**src/rtl/xpowy_pkg.sv**
```systemverilog
// Shared fp32 definitions for the x^y datapath stages: field widths,
// special-value constants, FSM state encoding and operand classification.
package xpowy_pkg;

  localparam int unsigned EXP_W = 8;
  localparam int unsigned MAN_W = 23;
  localparam int unsigned BIAS  = 127;

  localparam logic [31:0] FP32_NEG_INF = 32'hFF80_0000;
  localparam logic [31:0] FP32_POS_INF = 32'h7F80_0000;
  localparam logic [31:0] FP32_QNAN    = 32'h7FC0_0000;
  localparam logic [31:0] FP32_ZERO    = 32'h0000_0000;

  typedef enum logic [1:0] {IDLE, ITER, NORM, DONE} state_t;

  // Operands whose log2 is a constant: zero/denormal, negative, inf, NaN.
  function automatic logic fp32_is_special(input logic [31:0] x);
    return (x[30:23] == '0) || x[31] || (x[30:23] == '1);
  endfunction

  function automatic logic [31:0] fp32_special_result(input logic [31:0] x);
    logic [31:0] r;
    if (x[30:23] == '0)      r = FP32_NEG_INF;
    else if (x[31])          r = FP32_QNAN;
    else if (x[22:0] == '0)  r = FP32_POS_INF;
    else                     r = FP32_QNAN;
    return r;
  endfunction

endpackage

```
**src/rtl/log2_iter_if.sv**
```systemverilog
// Operand/result valid-ready handshake bundle for the log2 stage.
interface log2_iter_if;
  logic        in_valid;
  logic        in_ready;
  logic [31:0] in_data;
  logic        out_valid;
  logic        out_ready;
  logic [31:0] out_data;

  modport master (output in_valid, in_data, out_ready,
                  input  in_ready, out_valid, out_data);
  modport slave  (input  in_valid, in_data, out_ready,
                  output in_ready, out_valid, out_data);
endinterface

```
**src/rtl/fp32_norm_pack.sv**
```systemverilog
// Packs a signed fixed-point value (9 integer + FRAC_BITS fraction bits)
// into fp32 with truncation toward zero.
module fp32_norm_pack
  import xpowy_pkg::*;
#(
  parameter int unsigned FRAC_BITS = 28
) (
  input  logic signed [FRAC_BITS+8:0] i_v,
  output logic [31:0]                 o_fp
);

  localparam int unsigned W = FRAC_BITS + 9;

  logic             w_sign;
  logic [W-1:0]     w_mag;
  logic [5:0]       w_pos;
  logic [EXP_W-1:0] w_exp;
  logic [MAN_W-1:0] w_man;

  always_comb begin
    w_sign = i_v[W-1];
    w_mag  = w_sign ? W'(-i_v) : W'(i_v);
    w_pos  = '0;
    for (int unsigned i = 0; i < W; i++) begin
      if (w_mag[i]) w_pos = 6'(i);
    end
    w_exp = EXP_W'(32'(w_pos) + BIAS - FRAC_BITS);
    // Align leading one to the MSB, then take the 23 bits beneath it.
    w_man = MAN_W'((w_mag << (W - 1 - 32'(w_pos))) >> (W - 24));
    o_fp  = (i_v == '0) ? FP32_ZERO : {w_sign, w_exp, w_man};
  end

endmodule

```
**src/rtl/log2_iter.sv**
```systemverilog
// Sequential fp32 log2: exponent extraction plus bit-serial mantissa
// squaring, one fraction bit per ITER cycle, valid/ready on both sides.
module log2_iter
  import xpowy_pkg::*;
#(
  parameter int unsigned FRAC_BITS = 28
) (
  input logic       clk,
  input logic       rst,
  log2_iter_if.slave bus
);

  localparam int unsigned VW = FRAC_BITS + 9;

  state_t                r_state;
  logic [23:0]           r_m;
  logic [8:0]            r_e;
  logic [FRAC_BITS-1:0]  r_f;
  logic [5:0]            r_n;
  logic [31:0]           r_out_data;
  logic                  r_out_valid;
  logic                  r_in_ready;

  logic [47:0]           w_p;
  logic [23:0]           w_m_next;
  logic signed [VW-1:0]  w_v;
  logic [31:0]           w_packed;
  logic [EXP_W-1:0]      w_in_exp;
  logic [MAN_W-1:0]      w_in_man;

  assign w_in_exp = bus.in_data[30:23];
  assign w_in_man = bus.in_data[22:0];

  // m in [1,2) squared lands in [1,4); renormalise by one bit when >= 2.
  assign w_p      = {24'b0, r_m} * {24'b0, r_m};
  assign w_m_next = 24'(w_p >> (w_p[47] ? 24 : 23));
  assign w_v      = {r_e, r_f};

  fp32_norm_pack #(.FRAC_BITS(FRAC_BITS)) u_pack (
    .i_v  (w_v),
    .o_fp (w_packed)
  );

  assign bus.in_ready  = r_in_ready;
  assign bus.out_valid = r_out_valid;
  assign bus.out_data  = r_out_data;

  always_ff @(posedge clk or posedge rst) begin
    if (rst) begin
      r_state     <= IDLE;
      r_m         <= '0;
      r_e         <= '0;
      r_f         <= '0;
      r_n         <= '0;
      r_out_data  <= '0;
      r_out_valid <= 1'b0;
      r_in_ready  <= 1'b1;
    end else begin
      case (r_state)
        IDLE: begin
          if (bus.in_valid && r_in_ready) begin
            r_in_ready <= 1'b0;
            if (fp32_is_special(bus.in_data)) begin
              r_out_data <= fp32_special_result(bus.in_data);
              r_state    <= DONE;
            end else begin
              r_e     <= {1'b0, w_in_exp} - 9'(BIAS);
              r_m     <= {1'b1, w_in_man};
              r_f     <= '0;
              r_n     <= '0;
              r_state <= ITER;
            end
          end
        end
        ITER: begin
          r_f <= {r_f[FRAC_BITS-2:0], w_p[47]};
          r_m <= w_m_next;
          r_n <= r_n + 6'd1;
          if (r_n == 6'(FRAC_BITS - 1)) r_state <= NORM;
        end
        NORM: begin
          r_out_data <= w_packed;
          r_state    <= DONE;
        end
        DONE: begin
          // First DONE cycle raises out_valid; the handshake is taken after.
          if (!r_out_valid) begin
            r_out_valid <= 1'b1;
          end else if (bus.out_ready) begin
            r_out_valid <= 1'b0;
            r_in_ready  <= 1'b1;
            r_state     <= IDLE;
          end
        end
        default: r_state <= IDLE;
      endcase
    end
  end

endmodule

```
**src/flat_wrapper.sv**
```systemverilog
// flat-port wrapper written by rule: the top's interface ports become plain ports
module log2_iter_flat import xpowy_pkg::*;
#(
  parameter int unsigned FRAC_BITS = 28
)
  (clk, rst, bus_in_valid, bus_in_data, bus_out_ready, bus_in_ready, bus_out_valid, bus_out_data);
  log2_iter_if bus_i ();
  input logic clk;
  input logic rst;
  input wire logic [$bits(bus_i.in_valid)-1:0] bus_in_valid;
  input wire logic [$bits(bus_i.in_data)-1:0] bus_in_data;
  input wire logic [$bits(bus_i.out_ready)-1:0] bus_out_ready;
  output wire logic [$bits(bus_i.in_ready)-1:0] bus_in_ready;
  output wire logic [$bits(bus_i.out_valid)-1:0] bus_out_valid;
  output wire logic [$bits(bus_i.out_data)-1:0] bus_out_data;
  assign bus_i.in_valid = bus_in_valid;
  assign bus_i.in_data = bus_in_data;
  assign bus_i.out_ready = bus_out_ready;
  assign bus_in_ready = bus_i.in_ready;
  assign bus_out_valid = bus_i.out_valid;
  assign bus_out_data = bus_i.out_data;
  log2_iter #(.FRAC_BITS(FRAC_BITS)) u_core (.clk(clk), .rst(rst), .bus(bus_i));
endmodule
```
**config.mk**
```make
export PLATFORM = sky130hd
export DESIGN_NAME = log2_iter_flat
export DESIGN_NICKNAME = d
export VERILOG_FILES = /design/src/rtl/xpowy_pkg.sv /design/src/rtl/log2_iter_if.sv /design/src/rtl/fp32_norm_pack.sv /design/src/rtl/log2_iter.sv /design/src/flat_wrapper.sv
export SDC_FILE = /design/constraint.sdc
export NUM_CORES = 2
export LEC_CHECK = 0
export ABC_CLOCK_PERIOD_IN_PS = 21200
export CORE_UTILIZATION = 40
export DETAILED_ROUTE_END_ITERATION = 10
export PLACE_DENSITY = 0.54
export SETUP_SLACK_MARGIN = 0.02
export SLEW_MARGIN = 20
export SYNTH_ARGS = -nofsm -noshare
export SYNTH_HDL_FRONTEND = slang
export SYNTH_SLANG_ARGS = --single-unit
```
**constraint.sdc**
```tcl
create_clock -name clk -period 21.2 [get_ports clk]
set_input_delay 4.24 -clock clk [delete_from_list [all_inputs] [get_ports clk]]
set_output_delay 4.24 -clock clk [all_outputs]
set_load 0.01 [all_outputs]
```
-- Word-level counts from Yosys, hierarchy flattened
Index checks and enable logic that the tools add are counted.
- register bits: 103
- output and inout bits: 34
- word-level logic and storage cells: 110
- $add $sub $neg: 6
- multiply operators: 1
- eq/ne operators: 11
- shift operators: 2
- muxes and demuxes: 66
- bitwise logic cells: 1
- reductions and logical operators: 15
- operators with widths (kind ; count):
    6-bit 2-to-1 mux ; 36
    32-bit 2-to-1 mux ; 5
    32-bit case mux with 2 select lines ; 1
    28-bit 2-to-1 mux ; 2
    28-bit case mux with 2 select lines ; 1
    24-bit by 24-bit multiplier with 48-bit output ; 1
    24-bit 2-to-1 mux ; 2
    24-bit case mux with 2 select lines ; 1
    48-bit by 32-bit right shift with 24-bit output ; 1
    37-bit zero test ; 1
    37-bit 2-to-1 mux ; 1
    37-bit negation ; 1
    37-bit by 32-bit left shift with 36-bit output ; 1
    23-bit zero test ; 1
    23-bit 2-to-1 mux ; 1
    2-bit 2-to-1 mux ; 6
    6-bit case mux with 2 select lines ; 1
    3-bit AND reduction ; 3
    8-bit by 7-bit subtractor with 9-bit output (second input constant) ; 1
    6-bit by 7-bit adder with 8-bit output (second input constant) ; 1
    8-bit == test (second input constant) ; 1
    8-bit zero test ; 1
    2-bit by 1-bit != test with 1-bit output (second input constant) ; 4
    2-bit case mux with 4 select lines ; 1
    other kinds (16) ; 27

-- Logic depth before layout (Yosys ltp)
- depth in word-level cells: 42
- mapped depth: 31
- depth with buffers taken out: 29

-- Modules after synthesis
Synthesis repeated with hierarchy kept, for this count alone.
- cells, all modules: 3050
- area total of the unflattened synthesis: 25833.5 um2
- by module, submodules not included (module ; instances ; cells an instance ; area an instance (um2) ; sequential area each (um2)):
    log2_iter ; 1 ; 2279 ; 20653.6 ; 2578.7
    fp32_norm_pack ; 1 ; 771 ; 5180.0 ; 0.0

-- Worst setup path after synthesis
No wires, ideal clock.
- path type: register to register
- start: register u_core.r_m[19]
- end: register u_core.r_m[15]
- library setup time: 0.126 ns
- arrival time: 7.426 ns
- slack: 13.647 ns
- stages on the path, launching flop included: 26
- buffers on the path: 3
- clock period less this slack: 7.553 ns
- path through: dfrtp_1 -> clkbuf_1 -> clkbuf_1 -> nand2_1 -> fa_1 -> inv_1 -> fa_1 -> fa_1 -> fa_1 -> inv_1 -> fa_1 -> fa_1 -> fa_1 -> inv_1 -> ha_1 -> a21o_1 -> a21o_1 -> a211oi_1 -> nand3_1 -> o21ai_0 -> a31oi_1 -> o21a_1 -> o311ai_1 -> clkbuf_1 -> a211oi_1 -> a311o_1
- longest elaborated chain between the ends: 4
- ends and longest elaborated chain (element ; RTL line ; source):
    start, declared ; log2_iter.sv:16 ; logic [23:0] r_m;
    start signal, assigned ; log2_iter.sv:68 ; r_m <= {1'b1, w_in_man};
    start signal, assigned ; log2_iter.sv:77 ; r_m <= w_m_next;
    24-bit by 24-bit multiplier with 48-bit output (*) ; log2_iter.sv:35 ; assign w_p = {24'b0, r_m} * {24'b0, r_m};
    4-bit 2-to-1 mux ; log2_iter.sv:36 ; assign w_m_next = 24'(w_p >> (w_p[47] ? 24 : 23));
    48-bit by 32-bit right shift with 24-bit output (*) ; log2_iter.sv:36 ;
    24-bit case mux with 2 select lines (*) ; log2_iter.sv:59 ; case (r_state)
Every way passes the cells marked *; elsewhere a longest branch is shown, timed or not.
A chain may end at the register's enable or synchronous reset.

-- Worst setup path in the final report
- start: register u_core.r_m[2]
- end: register u_core.r_m[18]
Same word-level chain as after synthesis.

==> summary.md <==
### Outcome
• finished clean — status

### Floorplan
• 60800 um^2 — core outline area
• 62900 um^2 — area enclosed by the die boundary
• 251 um — width of the die
• 70 — Top Ports
• 251 um — Die Y-Extent
• 90 — Placement Rows
• 0.407 — initial standard-cell utilization of the core

### GRT
• 0.0176 — GR Util met3
• 20800 — vias in the first global route
• 0 — antenna violations before repair
• 0 — Overflow after GRT
• 0.326 — M1 GR Usage
• 115000 um — first-pass GRT wire length
• 65 — maximum number of pins on one net before global-route repair
• 0.232 — global-route usage over all layers
• 0.389 — met2 Usage GRT
• met2 — busiest layer in global routing

### Run
• 0 — number of max-capacitance violations reported

### Timing
• 0.412 — Tcrit/Tclk final
• no — setup repair after global routing missed its margin
• 0.0161 ns — Fin Clk Skew
• 0 ns — setup TNS after final layout
• 0 — total of endpoints with negative setup slack in the final report
• 0.259 — slew margin rel.
• 0 — Final Hold Violating Endpoints
• 0 — total count of max-transition violations in the final report
• 114 MHz — peak clock frequency supported by timing
• 8.74 ns — Final Critical Period
• 1.11 ns — transition at the pin with the smallest max-transition slack
• 12.46 ns — slack of the critical path

### Synthesis
• 24800 um^2 — combined area of all synthesized cells
• 0 — total of warnings raised by yosys
• 0 — number of flops mapped to enable cells by yosys
• 103 — number of flip-flops and latches in the synthesized netlist
• sky130_fd_sc_hd__dfrtp_1 — most frequently used flop master after synthesis
• 2760 — instance count of the mapped netlist
• 95 — distinct cell type count of the synthesized netlist
• 0.104 — fraction of the yosys area taken by sequential cells
• 3403 — post-synthesis net count
• 8.98 um^2 — post-synthesis average cell area
• 1.00 — proportion of synthesized flip-flops having asynchronous set or reset

### Final layout
• 6.98% — synth-to-layout area growth
• 0.0541 — fraction of layout instances using a drive strength above 1
• sky130_fd_sc_hd__inv_1 (535), sky130_fd_sc_hd__fa_1 (422), sky130_fd_sc_hd__nand2_1 (242) — highest-count cells in the layout ignoring fill and taps
• sky130_fd_sc_hd__inv_1 — most common cell after layout, fill and taps aside
• 0 — antenna diode count
• 3374 — total number of nets in the final design

### Critical path
• 24 — Critical Path Stages
• 8.99 ns — critical path arrival
• and2_1 -> fa_1 -> fa_1 -> fa_1 -> inv_1 -> fa_1 -> fa_1 -> fa_1 -> inv_1 -> fa_1 -> ha_1 -> a21oi_1 -> nand2_1 -> a21o_1 -> nand2b_1 -> a21oi_1 -> a21oi_1 -> o21ai_0 -> a31oi_1 -> o2111ai_1 -> o311a_1 -> nand2_1 -> a21boi_0 -> o31ai_1 — Critical Path, Cell by Cell
• 21.45 ns — CP Data Required Time
• u_core.r_m[2]$_DFFE_PP0P_ — launch instance of the worst register-to-register path
• register — Setup crit end kind
• sky130_fd_sc_hd__dfrtp_1 — highest-delay cell along the critical path
• u_core.r_m[2]$_DFFE_PP0P_ — launching element of the worst setup path
• u_core.r_m[18]$_DFFE_PP0P_ — worst reg2reg endpoint
• register — kind of launch point of the worst setup path
• 24 — Critical Path Fanout Max
• register to register — CP Class
• adder cells — kind of cell adding the most delay to the critical path
• 2 — buffers plus inverters on the worst setup path
• sky130_fd_sc_hd__fa_1 — most common cell type on the critical path
• 1.08 ns — largest stage delay on the critical path
• u_core.r_m[18]$_DFFE_PP0P_ — CP endpoint
• 24 — number of cells traversed by the worst register-to-register path
• 12.46 ns — register-to-register setup slack

### Placed design
• 12.61 ns — Worst Setup Slack post-DPL
• 69 — number of buffers inserted by port buffering
• 0.922 — routability-driven placement congestion ratio
• 55200 um — total half-perimeter wirelength after legalization and detailed placement

### Clocking
• 0.38 ns — clock latency of the later-clocked register in the worst-skew pair
• 0 — hold bufs inserted after CTS
• yes — CTS tree
• 3 — maximum level of the CTS H-tree
• 0.08 ns — Clk pin slew, worst setup/hold paths
• 103 — clock sinks
• sky130_fd_sc_hd__clkbuf_16 — clock root buffer master
• 0 — buffers inserted during post-CTS setup optimization
• 2 — buffer levels on the longest clock path
• 9 — number of buffers inserted during clock tree synthesis
• 0 — # resized after CTS

### Detailed routing
• 1175 — violation count after the first detailed-routing iteration
• 7 — number of iterations in the first detailed-routing pass
• 5.53 — post-DR vias/cell
• 19.9 um — final routed wire length divided by cell count
• 19500 — DR vias
• 70100 um — WL final
• 0 — count of unresolved DRC violations after routing
• 0 — post-route ant nets

### Hold path
• register to register — worst min-delay path category

## metrics by stage
| step | hold WS [ns] | utilization | cell area [um^2] | instances |
|---|---|---|---|---|
| 4_1_cts | 0.491 | 0.436 | 26500 | 3518 |
| 3_5_place_dp | 0.473 | 0.430 | 26200 | 3502 |
| 6_report | 0.490 | 0.436 | 26500 | 3518 |
| 2_1_floorplan | 0.465 | - | 24800 | 2760 |
| 5_1_grt | 0.512 | 0.436 | 26500 | 3518 |
| 3_3_place_gp | 0.471 | 0.430 | 26200 | 3502 |
## tightest hold or removal path, cell delays in order (launching register included)
cell and delay, ns:
sky130_fd_sc_hd__dfrtp_1 0.35, sky130_fd_sc_hd__nand2_1 0.05, sky130_fd_sc_hd__o21ai_1 0.06
## worst min path at each step
stage / endpoint / slack, ns / depth (start not counted) / startpoint
final: u_core.bus.out_data[1]$_DFFE_PP0P_ / 0.49 / 2 / u_core.bus.out_data[1]$_DFFE_PP0P_
after global routing: u_core.bus.out_data[29]$_DFFE_PP0P_ / 0.51 / 1 / u_core.bus.out_data[29]$_DFFE_PP0P_
after CTS: u_core.r_m[5]$_DFFE_PP0P_ / 0.49 / 2 / u_core.r_m[5]$_DFFE_PP0P_
after detailed placement: u_core.r_m[5]$_DFFE_PP0P_ / 0.47 / 2 / u_core.r_m[5]$_DFFE_PP0P_
after global placement: u_core.bus.out_data[0]$_DFFE_PP0P_ / 0.47 / 2 / u_core.bus.out_data[0]$_DFFE_PP0P_
after floorplan: u_core.r_n[1]$_DFFE_PP0P_ / 0.47 / 2 / u_core.r_n[1]$_DFFE_PP0P_
## kinds of logic after synthesis
logic type | Yosys count | synth area share
AND/OR/NAND/NOR | 772 | 0.156
multiplexers | 100 | 0.0534
flip-flops | 103 | 0.104
XOR/XNOR | 83 | 0.0296
buffers and inverters | 691 | 0.108
AO/OA/AOI/OAI | 404 | 0.114
adder cells (fa/ha/maj) | 607 | 0.434
## cell usage after synthesis (51+ instances only)
library cell / instances / area [um^2]
sky130_fd_sc_hd__a21oi_1: 75 / 375
sky130_fd_sc_hd__and2_1: 152 / 951
sky130_fd_sc_hd__clkbuf_1: 117 / 439
sky130_fd_sc_hd__dfrtp_1: 102 / 2550
sky130_fd_sc_hd__fa_1: 422 / 8450
sky130_fd_sc_hd__ha_1: 185 / 2310
sky130_fd_sc_hd__inv_1: 536 / 2010
sky130_fd_sc_hd__mux2i_1: 61 / 611
sky130_fd_sc_hd__nand2_1: 242 / 908
sky130_fd_sc_hd__nand3_1: 55 / 275
sky130_fd_sc_hd__nor2_1: 126 / 473
sky130_fd_sc_hd__o21ai_0: 82 / 410
sky130_fd_sc_hd__xnor2_1: 51 / 447
## area by class of cell
cell class / count / area [um^2]
clock inverter: 6 / 101
timing repair buffer: 112 / 1010
clock buffer: 10 / 229
inverter: 539 / 2030
tap: 782 / 978
multi-input combinational: 1966 / 19600
fill: 6056 / 34300
sequential: 103 / 2580
## sequential cells by signal, indices dropped and copies added (netlist names)
| name | flops |
|---|---|
| u_core.bus.in_ready | 1 |
| u_core.bus.out_data | 32 |
| u_core.bus.out_valid | 1 |
| u_core.r_e | 9 |
| u_core.r_f | 28 |
| u_core.r_m | 24 |
| u_core.r_n | 6 |
| u_core.r_state | 2 |
## routing by layer
metal	up-vias	wire length [um]	part of all wire
met2	562	33500	0.48
met3	87	3240	0.046
met5	-	0	0
li1	8885	-	-
met4	0	1630	0.023
met1	9929	31700	0.45
Power is left out: the tool's default activity adds up to more than one toggle a clock period on the data nets, which glitch-free logic cannot reach.
